<file path="src/rtl/c_shift_ram_pkg.sv">
// Shared types and helpers for the c_shift_ram_mc multi-channel delay line.
package c_shift_ram_pkg;

    typedef enum logic [1:0] {
        StEmpty,
        StFill,
        StRun
    } state_e;

    // Map a requested delay onto the legal range 1..len_max.
    function automatic int unsigned clamp_dly(input int unsigned dly, input int unsigned len_max);
        if (dly == 0) begin
            return 1;
        end
        if (dly > len_max) begin
            return len_max;
        end
        return dly;
    endfunction

endpackage

</file>
<file path="src/rtl/c_shift_ram_lane.sv">
// One WID-bit, LEN_MAX-deep shift chain with a registered-tap output mux.
// C_SHIFT_RAM_CLR_DATA_EN: when defined, SCLR also zeroes the data stages.
module c_shift_ram_lane
    import c_shift_ram_pkg::*;
#(
    parameter int unsigned LEN_MAX = 16,
    parameter int unsigned WID     = 8,
    parameter int unsigned DLY_W   = 5
) (
    input  logic             clk_i,
    input  logic             sclr_i,
    input  logic             ce_i,
    input  logic [WID-1:0]   d_i,
    input  logic [DLY_W-1:0] tap_i,
    output logic [WID-1:0]   q_o
);

    logic [LEN_MAX-1:0][WID-1:0] sr_q;
    logic [LEN_MAX-1:0][WID-1:0] sr_d;

    always_comb begin
        sr_d[0] = d_i;
        for (int unsigned i = 1; i < LEN_MAX; i++) begin
            sr_d[i] = sr_q[i-1];
        end
    end

    always_ff @(posedge clk_i) begin
`ifdef C_SHIFT_RAM_CLR_DATA_EN
        if (sclr_i) begin
            sr_q <= '0;
        end else if (ce_i) begin
            sr_q <= sr_d;
        end
`else
        // No reset on the data path so the chain can map onto shift-register primitives.
        if (!sclr_i && ce_i) begin
            sr_q <= sr_d;
        end
`endif
    end

    always_comb begin
        q_o = '0;
        for (int unsigned i = 0; i < LEN_MAX; i++) begin
            if (tap_i == DLY_W'(i)) begin
                q_o = sr_q[i];
            end
        end
    end

endmodule

</file>
<file path="src/rtl/c_shift_ram_mc.sv">
// Multi-channel runtime-programmable delay line with pipeline-fill tracking.
// C_SHIFT_RAM_CLR_DATA_EN: when defined, SCLR also clears every data stage.
module c_shift_ram_mc
    import c_shift_ram_pkg::*;
#(
    parameter int unsigned LEN_MAX = 16,
    parameter int unsigned WID     = 8,
    parameter int unsigned CH      = 4,
    parameter int unsigned DLY_W   = $clog2(LEN_MAX + 1)
) (
    input  logic                CLK,
    input  logic                SCLR,
    input  logic                CE,
    input  logic [CH*WID-1:0]   D,
    input  logic                D_VALID,
    input  logic [DLY_W-1:0]    DLY,
    output logic [CH*WID-1:0]   Q,
    output logic                Q_VALID,
    output logic                PRIMED
);

    state_e               state_q, state_d;
    logic [DLY_W-1:0]     cnt_q, cnt_d;
    logic [DLY_W-1:0]     dly_q;
    logic [DLY_W-1:0]     dly_clamp;
    logic                 dly_chg;
    logic [LEN_MAX-1:0]   vsr_q, vsr_d;
    logic [DLY_W-1:0]     tap_sel;
    logic                 vsr_tap;
    logic                 q_valid;
    logic [CH-1:0][WID-1:0] lane_q;

    assign dly_clamp = DLY_W'(clamp_dly(32'(DLY), LEN_MAX));
    assign dly_chg   = (dly_clamp != dly_q);
    assign tap_sel   = dly_q - DLY_W'(1);

    always_comb begin
        state_d = state_q;
        cnt_d   = cnt_q;
        vsr_d   = vsr_q;
        if (CE) begin
            vsr_d[0] = D_VALID;
            for (int unsigned i = 1; i < LEN_MAX; i++) begin
                vsr_d[i] = vsr_q[i-1];
            end
        end
        // A delay change restarts the fill count even on a CE cycle.
        if (dly_chg) begin
            cnt_d   = '0;
            state_d = (state_q == StEmpty) ? StEmpty : StFill;
        end else if (CE) begin
            case (state_q)
                StEmpty: begin
                    cnt_d   = DLY_W'(1);
                    state_d = (dly_q == DLY_W'(1)) ? StRun : StFill;
                end
                StFill: begin
                    cnt_d = cnt_q + DLY_W'(1);
                    if ((cnt_q + DLY_W'(1)) >= dly_q) begin
                        state_d = StRun;
                    end
                end
                StRun: begin
                    if (cnt_q < DLY_W'(LEN_MAX)) begin
                        cnt_d = cnt_q + DLY_W'(1);
                    end
                end
                default: state_d = StEmpty;
            endcase
        end
    end

    always_ff @(posedge CLK) begin
        dly_q <= dly_clamp;
        if (SCLR) begin
            state_q <= StEmpty;
            cnt_q   <= '0;
            vsr_q   <= '0;
        end else begin
            state_q <= state_d;
            cnt_q   <= cnt_d;
            vsr_q   <= vsr_d;
        end
    end

    always_comb begin
        vsr_tap = 1'b0;
        for (int unsigned i = 0; i < LEN_MAX; i++) begin
            if (tap_sel == DLY_W'(i)) begin
                vsr_tap = vsr_q[i];
            end
        end
    end

    assign PRIMED  = (state_q == StRun);
    assign q_valid = vsr_tap & PRIMED;
    assign Q_VALID = q_valid;

    for (genvar c = 0; c < CH; c++) begin : g_lane
        c_shift_ram_lane #(
            .LEN_MAX (LEN_MAX),
            .WID     (WID),
            .DLY_W   (DLY_W)
        ) u_lane (
            .clk_i  (CLK),
            .sclr_i (SCLR),
            .ce_i   (CE),
            .d_i    (D[c*WID +: WID]),
            .tap_i  (tap_sel),
            .q_o    (lane_q[c])
        );
    end

    always_comb begin
        Q = '0;
        for (int unsigned c = 0; c < CH; c++) begin
            Q[c*WID +: WID] = q_valid ? lane_q[c] : '0;
        end
    end

endmodule
</file>
<file path="config.mk">
export PLATFORM = sky130hd
export DESIGN_NAME = c_shift_ram_mc
export DESIGN_NICKNAME = d
export VERILOG_FILES = /design/src/rtl/c_shift_ram_pkg.sv /design/src/rtl/c_shift_ram_lane.sv /design/src/rtl/c_shift_ram_mc.sv
export SDC_FILE = /design/constraint.sdc
export NUM_CORES = 1
export LEC_CHECK = 0
export BUFFER_PORTS_ARGS = -buffer_cell sky130_fd_sc_hd__buf_4
export CORE_MARGIN = 4
export CORE_UTILIZATION = 37
export DETAILED_ROUTE_END_ITERATION = 7
export PLACE_DENSITY = 0.64
export SLEW_MARGIN = 20
export SYNTH_ARGS = -nofsm -noshare
export SYNTH_HDL_FRONTEND = slang
export SYNTH_HIERARCHICAL = 1
export SYNTH_SLANG_ARGS = --single-unit
</file>
<file path="constraint.sdc">
create_clock -name CLK -period 11.5 [get_ports CLK]
set_clock_uncertainty 0.15 [all_clocks]
set_input_delay 2.3 -clock CLK [delete_from_list [all_inputs] [get_ports CLK]]
set_output_delay 2.3 -clock CLK [all_outputs]
set_load 0.05 [all_outputs]
</file>
==> impl_metrics.xml <==
<?xml version="1.0" encoding="UTF-8"?>
<metrics>
  <group name="outcome">
    <metric name="status" unit="">completed</metric>
  </group>
  <group name="sta">
    <metric name="hold_viol_final" unit="">0</metric>
    <metric name="setup_ws" unit="ns">3.49</metric>
    <metric name="max_freq" unit="GHz">0.125</metric>
    <metric name="finalCritPeriodShare" unit="">0.696</metric>
    <metric name="timing.final.setup_violations" unit="">0</metric>
    <metric name="fin_tns_setup" unit="ns">0</metric>
    <metric name="worst-slew-pin-transition" unit="ns">1.06</metric>
    <metric name="layout_min_cycle_time" unit="ns">8.01</metric>
    <metric name="rsz0062_at_grt" unit="">false</metric>
    <metric name="timing.max_slew.rel_slack" unit="">0.289</metric>
    <metric name="final-max-slew-violation-count" unit="">0</metric>
  </group>
  <group name="min_path">
    <metric name="timing.hold.worst.class" unit="">reg2reg</metric>
    <metric name="min-delay-start" unit="">g_lane[2].u_lane/sr_d[31]$_DFFE_PP_</metric>
  </group>
  <group name="worst_setup_path">
    <metric name="crit_slowest_cell" unit="">sky130_fd_sc_hd__nor2b_1</metric>
    <metric name="path_class" unit="">reg2out</metric>
    <metric name="highest_cell_delay_on_the_worst_timing_path" unit="ns">0.74</metric>
    <metric name="reg2regPathDepth" unit="">8</metric>
    <metric name="reg2reg_from" unit="">cnt_q[0]$_SDFFE_PP0P_</metric>
    <metric name="category_of_the_worst_setup_path_launch_point" unit="">flop</metric>
    <metric name="timing.rr.end" unit="">state_q[0]$_SDFFE_PP0P_</metric>
    <metric name="cp-endpoint" unit="">Q[22]</metric>
    <metric name="cp_max_fo" unit="">91</metric>
    <metric name="data_arrival_time_of_the_worst_path" unit="ns">5.56</metric>
    <metric name="worst-endpoint-required" unit="ns">9.05</metric>
    <metric name="timing.critical_path.cells" unit="">inv_6 -&gt; ha_1 -&gt; inv_6 -&gt; buf_4 -&gt; nor2b_1 -&gt; a32o_1 -&gt; a22oi_1 -&gt; o221ai_1 -&gt; nand2_1 -&gt; o21ai_1 -&gt; nor4b_1 -&gt; buf_4</metric>
    <metric name="reg2reg_setup_slack" unit="ns">9.18</metric>
    <metric name="end_kind" unit="">output port</metric>
    <metric name="setup.worst_path.start" unit="">dly_q[0]$_DFF_P_</metric>
  </group>
  <group name="power_and_ir_drop">
    <metric name="power.static_leakage" unit="nW">8.75</metric>
    <metric name="vdd_ir_drop_max" unit="V">0.000114</metric>
    <metric name="power_density" unit="nW/um^2">174</metric>
  </group>
  <group name="yosys">
    <metric name="postSynthRegisterBits" unit="">540</metric>
    <metric name="synth.yosys.seq_area_share" unit="">0.682</metric>
    <metric name="synthesis.nets" unit="">1754</metric>
    <metric name="netlist.area_leader.share" unit="">0.658</metric>
    <metric name="yosysMostFrequentCell" unit="">sky130_fd_sc_hd__edfxtp_1</metric>
    <metric name="yosysUniqueCellTypes" unit="">65</metric>
    <metric name="postSynth.asyncResetShare" unit="">0</metric>
    <metric name="synth-edff-count" unit="">512</metric>
    <metric name="postSynthAreaPerCell" unit="um^2">13.8</metric>
    <metric name="synthesis.instances" unit="">1697</metric>
    <metric name="syn-cell-area" unit="um^2">23400</metric>
    <metric name="synth_top_flop_cell" unit="">sky130_fd_sc_hd__edfxtp_1</metric>
    <metric name="post-synth-top-area-cell" unit="">sky130_fd_sc_hd__edfxtp_1</metric>
    <metric name="yosysWarnings" unit="">6</metric>
    <metric name="synthTopCellsByCount" unit="">sky130_fd_sc_hd__edfxtp_1 (512), sky130_fd_sc_hd__nand2_1 (119), sky130_fd_sc_hd__o21ai_0 (106), sky130_fd_sc_hd__a21oi_1 (75), sky130_fd_sc_hd__buf_2 (65)</metric>
    <metric name="synth.area.top_cells" unit="">sky130_fd_sc_hd__edfxtp_1 (66%), sky130_fd_sc_hd__dfxtp_1 (2.4%), sky130_fd_sc_hd__o21ai_0 (2.3%), sky130_fd_sc_hd__mux2i_1 (2.1%), sky130_fd_sc_hd__nand2_1 (1.9%)</metric>
  </group>
  <group name="final_layout">
    <metric name="layout-area-overhead-vs-synth" unit="%">13.4</metric>
    <metric name="share_of_layout_cells_above_drive_strength_1" unit="">0.138</metric>
    <metric name="final_area" unit="um^2">26500</metric>
    <metric name="final-seq-area" unit="um^2">15900</metric>
    <metric name="number_of_fill_cells" unit="">5694</metric>
    <metric name="num-nets-final" unit="">1799</metric>
    <metric name="multi_input_area" unit="um^2">6680</metric>
    <metric name="post-route-util" unit="">0.427</metric>
    <metric name="antenna_diode_count" unit="">0</metric>
  </group>
  <group name="grt">
    <metric name="grt.total_usage" unit="">0.164</metric>
    <metric name="antenna_found_initial" unit="">3</metric>
    <metric name="largest_net_degree_at_the_start_of_global_routing" unit="">132</metric>
    <metric name="grt_first_pass_wirelength" unit="mm">87.8</metric>
    <metric name="number_of_global_route_vias_before_repair" unit="">14800</metric>
    <metric name="gr-total-overflow" unit="">0</metric>
  </group>
  <group name="drt">
    <metric name="drt_iter0_markers" unit="">1965</metric>
    <metric name="drt_drc_violations_left" unit="">0</metric>
    <metric name="routed_wire_length" unit="mm">57.2</metric>
    <metric name="drt-vias-per-instance" unit="">5.79</metric>
    <metric name="dr_total_vias" unit="">15200</metric>
    <metric name="wire_per_inst" unit="um">21.8</metric>
    <metric name="route.antenna.remaining_nets" unit="">0</metric>
    <metric name="detail_route.first_pass.iterations" unit="">8</metric>
  </group>
  <group name="cts">
    <metric name="tritoncts.num_buffers" unit="">55</metric>
    <metric name="tritoncts" unit="">yes</metric>
    <metric name="cts_hold_repair.buffers" unit="">0</metric>
    <metric name="clock_tree.buffer_depth" unit="">3</metric>
    <metric name="cts_root_buf" unit="">sky130_fd_sc_hd__clkbuf_16</metric>
    <metric name="clock-sinks" unit="">540</metric>
    <metric name="clock_insertion_delay_worst_skew" unit="ns">0.62</metric>
    <metric name="path_clk_slew" unit="ns">0.07</metric>
    <metric name="cts_resized" unit="">0</metric>
    <metric name="cts.repair_timing.setup_buffer_count" unit="">0</metric>
    <metric name="htree_levels" unit="">2</metric>
  </group>
  <group name="die">
    <metric name="die_h" unit="um">259</metric>
    <metric name="design.portCount" unit="">75</metric>
    <metric name="row_count" unit="">91</metric>
    <metric name="die_width" unit="um">259</metric>
    <metric name="overall_die_area" unit="um^2">67200</metric>
    <metric name="initial_core_util" unit="">0.376</metric>
    <metric name="design.core.area" unit="um^2">62100</metric>
  </group>
  <group name="placed_design">
    <metric name="gpl.final_weighted_congestion" unit="">0.846</metric>
    <metric name="post_dp_cell_area" unit="um^2">24600</metric>
    <metric name="hpwl" unit="mm">34.9</metric>
    <metric name="io_buffers" unit="">74</metric>
    <metric name="place_worst_setup_slack" unit="ns">4.16</metric>
  </group>
  <group name="run">
    <metric name="max_cap_viol_count" unit="">0</metric>
  </group>
</metrics>
-- area by class of cell --
class / instances / share of cell area
Clock inverter: 33 / 0.0138
Tap cell: 837 / 0.0396
Multi-Input combinational cell: 996 / 0.252
Inverter: 57 / 0.00846
Sequential cell: 540 / 0.602
Clock buffer: 67 / 0.0552
Timing Repair Buffer: 92 / 0.0287
-- cells by family after synthesis --
kind of cell / share of synthesized area
compound gates: 0.126
flops: 0.682
simple gates: 0.0997
buf+inv: 0.0332
fa+ha+maj: 0.00857
xor+xnor: 0.00343
mux: 0.0470
-- worst max-delay path, delay by kind of cell (launching register included) --
kind	cells	cell delay [ns]
compound gates	4	0.95
buf+inv	4	1.99
fa+ha+maj	1	0.39
simple gates	3	1.13
flops	1	0.42
-- metal layers --
layer  part of all wire  routed length (um)  up-vias  GRT usage
met3              0.092                5240       97     0.0431
met1               0.44               25000     7606      0.237
met4              0.018                1050        2     0.0399
li1                   -                   -     6754          -
met2               0.45               25900      728      0.248
met5            0.00016                   9        -          0
-- sequential cells by signal, summed over array words and instances, names as in the netlist --
name,count
cnt_q,5
g_lane.u_lane/sr_d,480
g_lane.u_lane/sr_q,32
dly_q,5
vsr_q,16
state_q,2
-- cells in the final DEF (no fill, tap or decap), types with 32 or more instances in the layout --
master,count
sky130_fd_sc_hd__edfxtp_1,512
sky130_fd_sc_hd__nand2_1,118
sky130_fd_sc_hd__o21ai_0,106
sky130_fd_sc_hd__buf_4,87
sky130_fd_sc_hd__a21oi_1,75
sky130_fd_sc_hd__nor2_1,64
sky130_fd_sc_hd__clkbuf_16,56
sky130_fd_sc_hd__inv_1,53
sky130_fd_sc_hd__nand3_1,49
sky130_fd_sc_hd__mux2i_1,49
sky130_fd_sc_hd__o22ai_1,40
sky130_fd_sc_hd__a22oi_1,39
sky130_fd_sc_hd__nor2b_1,36
sky130_fd_sc_hd__o21ai_1,36
sky130_fd_sc_hd__mux2_2,32
-- power breakdown --
part / switching [mW] / leakage [nW] / internal (mW)
Sequential: 0.0409 / 5.03 / 2.23
Combinational: 0.349 / 2.83 / 0.164
Clock: 0.766 / 0.887 / 1.06
Total: 1.16 / 8.75 / 3.46
-- through the flow --
stage,hold WS (ns),total power [mW],cells
2_1_floorplan,0.267,2.67,1697
3_3_place_gp,0.273,2.81,2520
3_5_place_dp,0.277,2.81,2520
4_1_cts,0.288,4.64,2620
5_1_grt,0.296,4.78,2622
6_report,0.293,4.61,2622
-- worst min path at each step --
stage / to / slack (ns) / cells after the start
floorplan: g_lane[0].u_lane/sr_d[54]$_DFFE_PP_ / 0.27 / 0
global placement: g_lane[1].u_lane/sr_d[39]$_DFFE_PP_ / 0.27 / 0
detailed placement: g_lane[2].u_lane/sr_d[125]$_DFFE_PP_ / 0.28 / 0
CTS: g_lane[3].u_lane/sr_d[25]$_DFFE_PP_ / 0.29 / 0
global route: g_lane[0].u_lane/sr_d[99]$_DFFE_PP_ / 0.30 / 0
finish: g_lane[2].u_lane/sr_d[39]$_DFFE_PP_ / 0.29 / 0
(Power assumes the default switching activity.)
